`src/rtl/responder_sequencer.sv`:
```
// rtl/responder_sequencer.sv - multiple-response resolver, emits set tag indices lowest first
// Optional responder counter enabled by defining RESP_SEQ_COUNT_EN.
module responder_sequencer #(
    parameter int N     = 100,
    parameter int IDX_W = 7,
    parameter int CNT_W = 7
) (
    input  logic             CLK,
    input  logic             RST_N,
    input  logic [N-1:0]     tags,
    input  logic             start,
    input  logic             abort,
    output logic             busy,
    output logic             resp_valid,
    output logic [IDX_W-1:0] resp_idx,
    input  logic             resp_ready,
    output logic             done,
    output logic [CNT_W-1:0] resp_count
);

    typedef enum logic [1:0] {IDLE, PRESENT, FINISH} state_t;

    state_t           state_q, state_d;
    logic [N-1:0]     pend_q, pend_d, pend_clr, enc_in;
    logic [IDX_W-1:0] idx_q, idx_d, enc_idx;
    logic             accept, clr_cnt;

    // One shared encoder: fresh tags while idle, the post-accept pending set otherwise.
    always_comb begin
        pend_clr = pend_q & ~({{(N-1){1'b0}}, 1'b1} << idx_q);
        enc_in   = (state_q == IDLE) ? tags : pend_clr;
        enc_idx  = '0;
        for (int i = N - 1; i >= 0; i--) begin
            if (enc_in[i]) enc_idx = IDX_W'(i);
        end
    end

    always_comb begin
        state_d = state_q;
        pend_d  = pend_q;
        idx_d   = idx_q;
        accept  = 1'b0;
        clr_cnt = 1'b0;
        case (state_q)
            IDLE: begin
                if (start) begin
                    pend_d  = tags;
                    idx_d   = enc_idx;
                    clr_cnt = 1'b1;
                    state_d = (|tags) ? PRESENT : FINISH;
                end
            end
            PRESENT: begin
                if (resp_ready) begin
                    accept = 1'b1;
                    pend_d = pend_clr;
                    if (|pend_clr) idx_d = enc_idx;
                    else           state_d = FINISH;
                end
            end
            FINISH:  state_d = IDLE;
            default: state_d = IDLE;
        endcase
        // Abort wins over start and accept; count and index are left untouched.
        if (abort) begin
            state_d = IDLE;
            pend_d  = '0;
            idx_d   = idx_q;
            accept  = 1'b0;
            clr_cnt = 1'b0;
        end
    end

    always_ff @(posedge CLK) begin
        if (!RST_N) begin
            state_q <= IDLE;
            pend_q  <= '0;
            idx_q   <= '0;
        end else begin
            state_q <= state_d;
            pend_q  <= pend_d;
            idx_q   <= idx_d;
        end
    end

`ifdef RESP_SEQ_COUNT_EN
    logic [CNT_W-1:0] cnt_q, cnt_d;

    always_comb begin
        cnt_d = cnt_q;
        if (clr_cnt)     cnt_d = '0;
        else if (accept) cnt_d = cnt_q + CNT_W'(1);
    end

    always_ff @(posedge CLK) begin
        if (!RST_N) cnt_q <= '0;
        else        cnt_q <= cnt_d;
    end

    assign resp_count = cnt_q;
`else
    logic unused_cnt;
    assign unused_cnt = accept ^ clr_cnt;
    assign resp_count = '0;
`endif

    assign busy       = (state_q != IDLE);
    assign resp_valid = (state_q == PRESENT);
    assign done       = (state_q == FINISH);
    assign resp_idx   = idx_q;

endmodule

```
`config.mk`:
```
export PLATFORM = sky130hd
export DESIGN_NAME = responder_sequencer
export DESIGN_NICKNAME = d
export VERILOG_FILES = /design/src/rtl/responder_sequencer.sv
export SDC_FILE = /design/constraint.sdc
export NUM_CORES = 1
export LEC_CHECK = 0
export CORE_ASPECT_RATIO = 0.5
export CORE_UTILIZATION = 45
export DETAILED_ROUTE_END_ITERATION = 8
export GPL_TIMING_DRIVEN = 0
export HOLD_SLACK_MARGIN = 0.08
export PLACE_DENSITY_LB_ADDON = 0.3
export SETUP_SLACK_MARGIN = 0.3
export SLEW_MARGIN = 20
export SYNTH_ARGS = -nofsm -noshare
export SYNTH_HDL_FRONTEND = slang
export SYNTH_SLANG_ARGS = --single-unit
```
`constraint.sdc`:
```
create_clock -name CLK -period 4.07 [get_ports CLK]
set_input_delay 0.407 -clock CLK [delete_from_list [all_inputs] [get_ports CLK]]
set_output_delay 0.407 -clock CLK [all_outputs]
set_load 0.01 [all_outputs]
```
==> reports/qor.log, run 1 <==
[timing] worst hold-check slack 0.460 ns
[floorplan] number of placement rows 35
[worst_setup_path] signal arrival time at the worst endpoint 4.21 ns
[logic_synthesis] Synth async-reset ratio 0%
[logic_synthesis] number of unique standard cell types used by synthesis 74
[placement] port buffer count 114
[power] IR Drop Worst-Case VDD 0.192 mV
[logic_synthesis] number of instances in the synthesized netlist 1,280
[clock_network] number of buffers between clock root and the deepest sink 2
[logic_synthesis] most instantiated library cell after synthesis sky130_fd_sc_hd__nor2_1
[worst_setup_path] cell at the slowest stage of the critical path sky130_fd_sc_hd__a2111oi_2
[power] Power per Cell Area 295 nW/µm²
[min_path] Tightest Hold Check Type reg2reg
[min_path] terminating pin of the worst hold path pend_q[96]$_SDFFE_PP0P_
[worst_setup_path] Req. time, crit path 4.32 ns
[timing] headroom to the max-slew limit 14.2%
[placement] DP HPWL 39.0 mm
[routing] DRT Wirelength 51.2 mm
[clock_network] clock tree from TritonCTS built
[global_route] wire length of the first global-routing pass 72.6 mm
[worst_setup_path] setup slack on the worst flop-to-flop path 0.12 ns
[timing] minimum clock period after layout 3.95 ns
[floorplan] Horiz. Die Dim 199 µm
[power] proportion of total power due to net switching 38.0%
[finish] fill count 1,796
[global_route] GR Util All Layers 50.8%
[routing] Detailed Route Iter0 Violations 2,320
[worst_setup_path] Top delay family on crit path buffers and inverters
[logic_synthesis] number of flip-flops and latches in the synthesized netlist 109
[logic_synthesis] largest area contributor in the synthesized netlist sky130_fd_sc_hd__dfxtp_1
[clock_network] H-tree levels 3
[global_route] maximum number of pins on one net before global-route repair 17
[logic_synthesis] portion of the post-synthesis area used by sequential elements 25.0%
[routing] detailed-router iteration count before antenna repair 8
[logic_synthesis] number of enable-type register cells in the synthesized netlist 0
[timing] final hold violation count 0
[global_route] overall overflow remaining after global route 0
[routing] post-detailed-route wirelength per cell 30.4 µm
[timing] highest achievable clock rate 253 MHz
[timing] fraction of the cycle the final worst path needs 97.1%
[power] static power due to leakage 3.65 nW
[floorplan] floorplan die area 20,000 µm²
[power] share of total power in combinational logic 34.3%
[finish] area growth from synthesis to layout 25.8%
[logic_synthesis] most instantiated flip-flop cell in the synthesis netlist sky130_fd_sc_hd__dfxtp_1
[clock_network] number of CTS-inserted buffers 9
[power] power spent charging and discharging nets 1.23 mW
[timing] final setup violation count 0
[floorplan] die height 100 µm
[worst_setup_path] startpoint class of the critical path flop
[job] max cap viols 0
[power] internal power 2.00 mW
[worst_setup_path] CP endpoint kind flop
[power] proportion of power drawn by the clock network 30.5%
[logic_synthesis] post-synth top area share 25.0%
[worst_setup_path] critical setup path kind reg2reg
[outcome] result of the run completed
[min_path] number of cells on the worst hold path 2
[finish] nets@finish 1,526
[logic_synthesis] most common library cells after synthesis sky130_fd_sc_hd__nor2_1, sky130_fd_sc_hd__a21oi_1, sky130_fd_sc_hd__nand2_1
[worst_setup_path] Crit Reg-Reg Startpoint state_q[0]$_SDFFE_PP0P_
[finish] proportion of layout cells with a drive suffix above 1 10.1%
[worst_setup_path] most used cell along the critical path sky130_fd_sc_hd__buf_6
[clock_network] Worst-Skew Late Latency 0.38 ns
[timing] unrepaired setup endpoints after global routing yes
[routing] Final ANT Viol Nets 0
[logic_synthesis] synth top area cells sky130_fd_sc_hd__dfxtp_1, sky130_fd_sc_hd__a21oi_1, sky130_fd_sc_hd__nor2_1, sky130_fd_sc_hd__a211oi_1, sky130_fd_sc_hd__o21ai_0
[placement] final weighted congestion of routability-driven global placement 1.10
[worst_setup_path] endpoint of the lowest-slack register-to-register path resp_idx[0]$_SDFFE_PN0P_
[worst_setup_path] FF-to-FF path depth 13
[timing] Layout Skew 0.00690 ns
[routing] DRC violations left 0
[worst_setup_path] top fanout value on the critical path 10
[floorplan] I/O Pins 122
[finish] # diodes 0
[placement] standard cell area after detailed placement 10,200 µm²
[finish] cell area after layout 11,000 µm²
[global_route] initial antenna violation count 1
[timing] actual transition at the worst max-transition pin 1.29 ns
[power] part of the power in registers 35.2%
[power] Overall Power 3.23 mW
[routing] mean number of vias per cell 7.37
[worst_setup_path] CP max stage delay 0.48 ns
[clock_network] clock sinks 109
[clock_network] Worst-path clk slew 0.08 ns
[floorplan] initial cell density of the core 46.6%
[routing] routed vias 12.4k
[global_route] via count of the first global-routing pass 11.2k
[worst_setup_path] number of buffers and inverters on the critical path 7
[logic_synthesis] Netlist Area Pre-Place 8720 µm²
[worst_setup_path] cell-by-cell listing of the critical path buf_2 > nor2_4 > buf_6 > buf_6 > buf_6 > clkbuf_4 > buf_4 > clkbuf_8 > o2111ai_1 > a2111oi_2 > o211ai_1 > a21oi_2 > a21oi_1
[clock_network] CTS root buffer sky130_fd_sc_hd__clkbuf_16
[min_path] worst hold start pend_q[96]$_SDFFE_PP0P_
[logic_synthesis] Avg Inst Size Synth 6.81 µm²
[floorplan] total core area 18,700 µm²
[logic_synthesis] count of synthesis-stage warnings from yosys 0
[timing] total count of max-transition violations in the final report 0
-- cells in the final DEF (no fill, tap or decap), types with 7 or more instances in the layout --
| cell type | instances |
|---|---|
| sky130_fd_sc_hd__clkbuf_16 | 9 |
| sky130_fd_sc_hd__a21oi_1 | 126 |
| sky130_fd_sc_hd__nand4b_1 | 8 |
| sky130_fd_sc_hd__nand3_1 | 13 |
| sky130_fd_sc_hd__clkbuf_4 | 7 |
| sky130_fd_sc_hd__clkbuf_1 | 58 |
| sky130_fd_sc_hd__o221ai_1 | 24 |
| sky130_fd_sc_hd__inv_1 | 17 |
| sky130_fd_sc_hd__conb_1 | 7 |
| sky130_fd_sc_hd__buf_2 | 17 |
| sky130_fd_sc_hd__nand2_1 | 115 |
| sky130_fd_sc_hd__nand2b_1 | 9 |
| sky130_fd_sc_hd__nor3_1 | 54 |
| sky130_fd_sc_hd__nor4_1 | 27 |
| sky130_fd_sc_hd__nor2_1 | 162 |
| sky130_fd_sc_hd__dfxtp_1 | 105 |
| sky130_fd_sc_hd__a22oi_1 | 7 |
| sky130_fd_sc_hd__or3_1 | 11 |
| sky130_fd_sc_hd__o211ai_1 | 21 |
| sky130_fd_sc_hd__nand4_1 | 33 |
| sky130_fd_sc_hd__clkbuf_2 | 7 |
| sky130_fd_sc_hd__o21ai_2 | 23 |
| sky130_fd_sc_hd__nor2b_1 | 11 |
| sky130_fd_sc_hd__o21a_1 | 30 |
| sky130_fd_sc_hd__o21ai_1 | 60 |
| sky130_fd_sc_hd__a211oi_1 | 65 |
| sky130_fd_sc_hd__a31oi_1 | 35 |
| sky130_fd_sc_hd__o22ai_1 | 7 |
| sky130_fd_sc_hd__mux2i_1 | 8 |
| sky130_fd_sc_hd__buf_6 | 9 |
| sky130_fd_sc_hd__buf_4 | 23 |
| sky130_fd_sc_hd__o21ai_0 | 68 |
| sky130_fd_sc_hd__clkdlybuf4s50_1 | 114 |
-- worst min-delay path, delay by kind of cell (launching register included) --
kind            cells  cell delay, ns
compound gates      1            0.05
flops               1            0.32
simple gates        1            0.05
-- timing repair --
action	CTS	global route
gates resized for setup	69	66
hold endpoints to repair	0	0
buffers inserted	9	1
setup endpoints to repair	10	10
pin swaps	4	7
hold buffers	0	0
-- area by class of cell --
class	instances	area [µm²]	area share, %
clock inverter	3	43.8	0.399
tap	259	324	2.96
multi-input combinational	1043	6240	56.9
sequential	109	2190	19.9
buffer	116	618	5.64
clock buffer	12	267	2.43
timing repair buffer	124	1220	11.1
inverter	18	67.6	0.616
-- metrics by stage --
step	utilization (%)	setup slack, ns	TNS, ns	instances
after floorplan	-	1.20	0	1286
after global placement	54.6	-1.35	-4.38	1659
after detailed placement	54.6	-1.38	-4.54	1659
after CTS	57.5	0.268	0	1683
after global routing	58.6	0.179	0	1684
final	58.6	0.116	0	1684
-- logic make-up after synthesis --
family	Yosys count	synth area share [%]
compound gates	540	39.8
flops	109	25.0
other cells	1	0.0430
buf+inv	134	6.69
mux	8	0.919
simple gates	488	27.5
-- power groups by stage --
stage	Sequential (mW)	Combinational, mW	Clock, mW
floorplan	1.15	0.545	0
global placement	1.16	0.968	0
detailed placement	1.16	0.979	0
CTS	1.13	1.01	0.978
global route	1.14	1.14	1.02
finish	1.14	1.11	0.987
-- registers in the layout, summed over array words and instances, names as in the netlist --
register  cells
pend_q      100
resp_idx      7
state_q       2
-- layer usage --
layer  vias to the layer above  GRT usage, %  routed length (µm)
li1                       5162             -                   -
met1                      5801          67.9               19800
met2                      1223          67.5               18800
met3                       225          26.0               10000
met4                         0          20.3                2530
met5                         -             0                   0
-- worst max-delay path by stage --
stage                             startpoint                       end  depth (start not counted)
floorplan           resp_idx[0]$_SDFFE_PN0P_  resp_idx[4]$_SDFFE_PN0P_                         10
global placement     state_q[1]$_SDFFE_PP0P_  resp_idx[0]$_SDFFE_PN0P_                         12
detailed placement   state_q[1]$_SDFFE_PP0P_  resp_idx[0]$_SDFFE_PN0P_                         12
CTS                  state_q[0]$_SDFFE_PP0P_  resp_idx[0]$_SDFFE_PN0P_                         15
global route        resp_idx[4]$_SDFFE_PN0P_  resp_idx[0]$_SDFFE_PN0P_                          9
finish               state_q[0]$_SDFFE_PP0P_  resp_idx[0]$_SDFFE_PN0P_                         13
(Power assumes the default switching activity.)
==> run 2, diff against run 1 <==
- CORE_MARGIN: default -> 3
==> reports/qor.log, run 2 (synthesized netlist as in run 1, its figures left out) <==
[routing] Detailed Route Iter0 Violations 2,128 [-8.3%]
[worst_setup_path] CP endpoint kind flop
[finish] proportion of layout cells with a drive suffix above 1 10.7% [+0.59 points]
[routing] detailed-router iteration count before antenna repair 7 [-1]
[timing] total count of max-transition violations in the final report 0 [unchanged]
[power] Overall Power 3.17 mW [-1.9%]
[routing] routed vias 12.5k [+0.38%]
[timing] final setup violation count 0 [unchanged]
[min_path] Tightest Hold Check Type reg2reg
[outcome] result of the run completed
[clock_network] number of buffers between clock root and the deepest sink 2 [unchanged]
[clock_network] CTS root buffer sky130_fd_sc_hd__clkbuf_16
[placement] final weighted congestion of routability-driven global placement 1.08 [-1.9%]
[worst_setup_path] setup slack on the worst flop-to-flop path 0.18 ns [+0.07 ns]
[worst_setup_path] signal arrival time at the worst endpoint 4.14 ns [-0.07 ns]
[routing] mean number of vias per cell 7.38 [about the same]
[worst_setup_path] most used cell along the critical path sky130_fd_sc_hd__buf_6
[global_route] initial antenna violation count 2 [+1]
[finish] area growth from synthesis to layout 26.4%
[worst_setup_path] CP max stage delay 0.45 ns [-0.03 ns]
[floorplan] total core area 18,700 µm² [unchanged]
[routing] DRC violations left 0 [unchanged]
[worst_setup_path] cell at the slowest stage of the critical path sky130_fd_sc_hd__a2111oi_2
[worst_setup_path] Top delay family on crit path buffers and inverters
[timing] final total negative setup slack 0 ns [unchanged]
[global_route] via count of the first global-routing pass 11.1k [-0.53%]
[worst_setup_path] cell-by-cell listing of the critical path clkbuf_4 > nor2_4 > buf_4 > buf_6 > buf_6 > clkbuf_4 > buf_6 > buf_6 > o2111ai_1 > a2111oi_2 > o211ai_1 > a21oi_2 > a21oi_1
[worst_setup_path] critical setup path kind reg2reg
[timing] fraction of the cycle the final worst path needs 95.5% [-1.7 points]
[floorplan] number of placement rows 35 [unchanged]
[finish] commonest cells after routing, fill and taps aside sky130_fd_sc_hd__nor2_1, sky130_fd_sc_hd__a21oi_1, sky130_fd_sc_hd__nand2_1, sky130_fd_sc_hd__clkdlybuf4s50_1, sky130_fd_sc_hd__dfxtp_1
[placement] port buffer count 114 [unchanged]
[timing] final hold violation count 0 [unchanged]
[global_route] GR Util All Layers 46.7% [-4.1 points]
[finish] register with the most flip-flops pend_q
[timing] Layout Skew 0.0125 ns [+0.00558 ns]
[worst_setup_path] startpoint class of the critical path flop
[clock_network] Worst-path clk slew 0.09 ns [about the same]
[floorplan] Horiz. Die Dim 203 µm [+2.0%]
[floorplan] floorplan die area 21,200 µm² [+6.1%]
[clock_network] clock tree from TritonCTS built
[routing] DRT Wirelength 51.8 mm [+1.2%]
[routing] post-detailed-route wirelength per cell 30.7 µm [+0.87%]
[floorplan] I/O Pins 122 [unchanged]
[floorplan] die height 104 µm [+4.0%]
[finish] nets@finish 1,530 [+0.26%]
[worst_setup_path] Req. time, crit path 4.33 ns [about the same]
[timing] unrepaired setup endpoints after global routing yes
[placement] DP HPWL 39.1 mm [+0.32%]
[clock_network] clock sinks 109 [unchanged]
[clock_network] quantity of hold-fixing buffers added after cts 0 [unchanged]
[worst_setup_path] number of buffers and inverters on the critical path 7 [unchanged]
[clock_network] number of CTS-inserted buffers 9 [unchanged]
[finish] # diodes 0 [unchanged]
[global_route] wire length of the first global-routing pass 73.3 mm [+1.1%]
[floorplan] initial cell density of the core 46.6% [unchanged]
[timing] highest achievable clock rate 257 MHz [+1.7%]
[timing] minimum clock period after layout 3.89 ns [-0.0676 ns]
[finish] fill count 1,823 [+1.5%]
[routing] Final ANT Viol Nets 0 [unchanged]
[timing] actual transition at the worst max-transition pin 1.42 ns [+0.133 ns]
[finish] flip-flop count of the largest register, all copies and words added 100 [unchanged]
[timing] headroom to the max-slew limit 4.45% [-9.8 points]
[power] static power due to leakage 3.67 nW [+0.60%]
[finish] commonest non-fill, non-tap cell in the layout sky130_fd_sc_hd__nor2_1
[power] Power per Cell Area 288 nW/µm² [-2.3%]
[clock_network] H-tree levels 3 [unchanged]
[clock_network] Worst-Skew Late Latency 0.38 ns [about the same]
[power] IR Drop Worst-Case VDD 0.187 mV [-2.4%]
[job] max cap viols 0 [unchanged]
[global_route] overall overflow remaining after global route 0 [unchanged]
[global_route] maximum number of pins on one net before global-route repair 19 [+2]
[worst_setup_path] top fanout value on the critical path 10 [unchanged]
run 2: where the power goes:
| part | leakage [nW] | switching (mW) | internal [mW] |
|---|---|---|---|
| clock network | 0.137 | 0.485 | 0.423 |
| logic | 2.64 | 0.748 | 0.378 |
| registers | 0.888 | 0.0288 | 1.11 |
| total | 3.67 | 1.26 | 1.91 |
run 2: tightest hold or removal path, cell delays in order (launching register included):
cell	delay (ns)
sky130_fd_sc_hd__dfxtp_1	0.32
sky130_fd_sc_hd__nand2_1	0.05
sky130_fd_sc_hd__a21oi_1	0.05
run 2: layer usage:
layer	vias to the layer above	wire length [µm]	GRT usage, %
li1	5171	-	-
met1	5798	19700	61.7
met2	1226	18800	60.5
met3	259	10300	26.4
met4	4	3020	21.1
met5	-	32	0
run 2: final timing paths:
kind,cells past startpoint,to,start
max,13,resp_idx[0]$_SDFFE_PN0P_,state_q[0]$_SDFFE_PP0P_
min,2,pend_q[34]$_SDFFE_PP0P_,pend_q[34]$_SDFFE_PP0P_
max reg2reg,13,resp_idx[0]$_SDFFE_PN0P_,state_q[0]$_SDFFE_PP0P_
min reg2reg,2,pend_q[34]$_SDFFE_PP0P_,pend_q[34]$_SDFFE_PP0P_
run 2: cell type report:
type                       instances  area, µm²  share of cell area (%)
multi-input combinational       1043       6270                    56.9
sequential                       109       2180                    19.8
timing repair buffer             128       1260                    11.4
buffer                           116        633                    5.75
tap                              259        324                    2.94
clock buffer                      10        229                    2.08
inverter                          18       67.6                   0.613
clock inverter                     6       48.8                   0.443
run 2: what timing repair did:
action | 4_1_cts | 5_1_grt
pin swaps | 3 | 9
endpoints found under the setup margin | 10 | 10
gates cloned | 0 | 0
buffers inserted | 8 | 6
resized for setup | 68 | 91
run 2: per-stage QoR:
step,utilization (%),instance area [µm²],instances,setup slack (ns),hold WS [ns]
2_1_floorplan,-,8740,1286,1.20,0.428
5_1_grt,58.9,11000,1689,0.254,0.476
3_3_place_gp,54.6,10200,1659,-1.42,0.437
3_5_place_dp,54.6,10200,1659,-1.48,0.445
4_1_cts,57.5,10800,1683,0.156,0.457
6_report,58.9,11000,1689,0.184,0.456
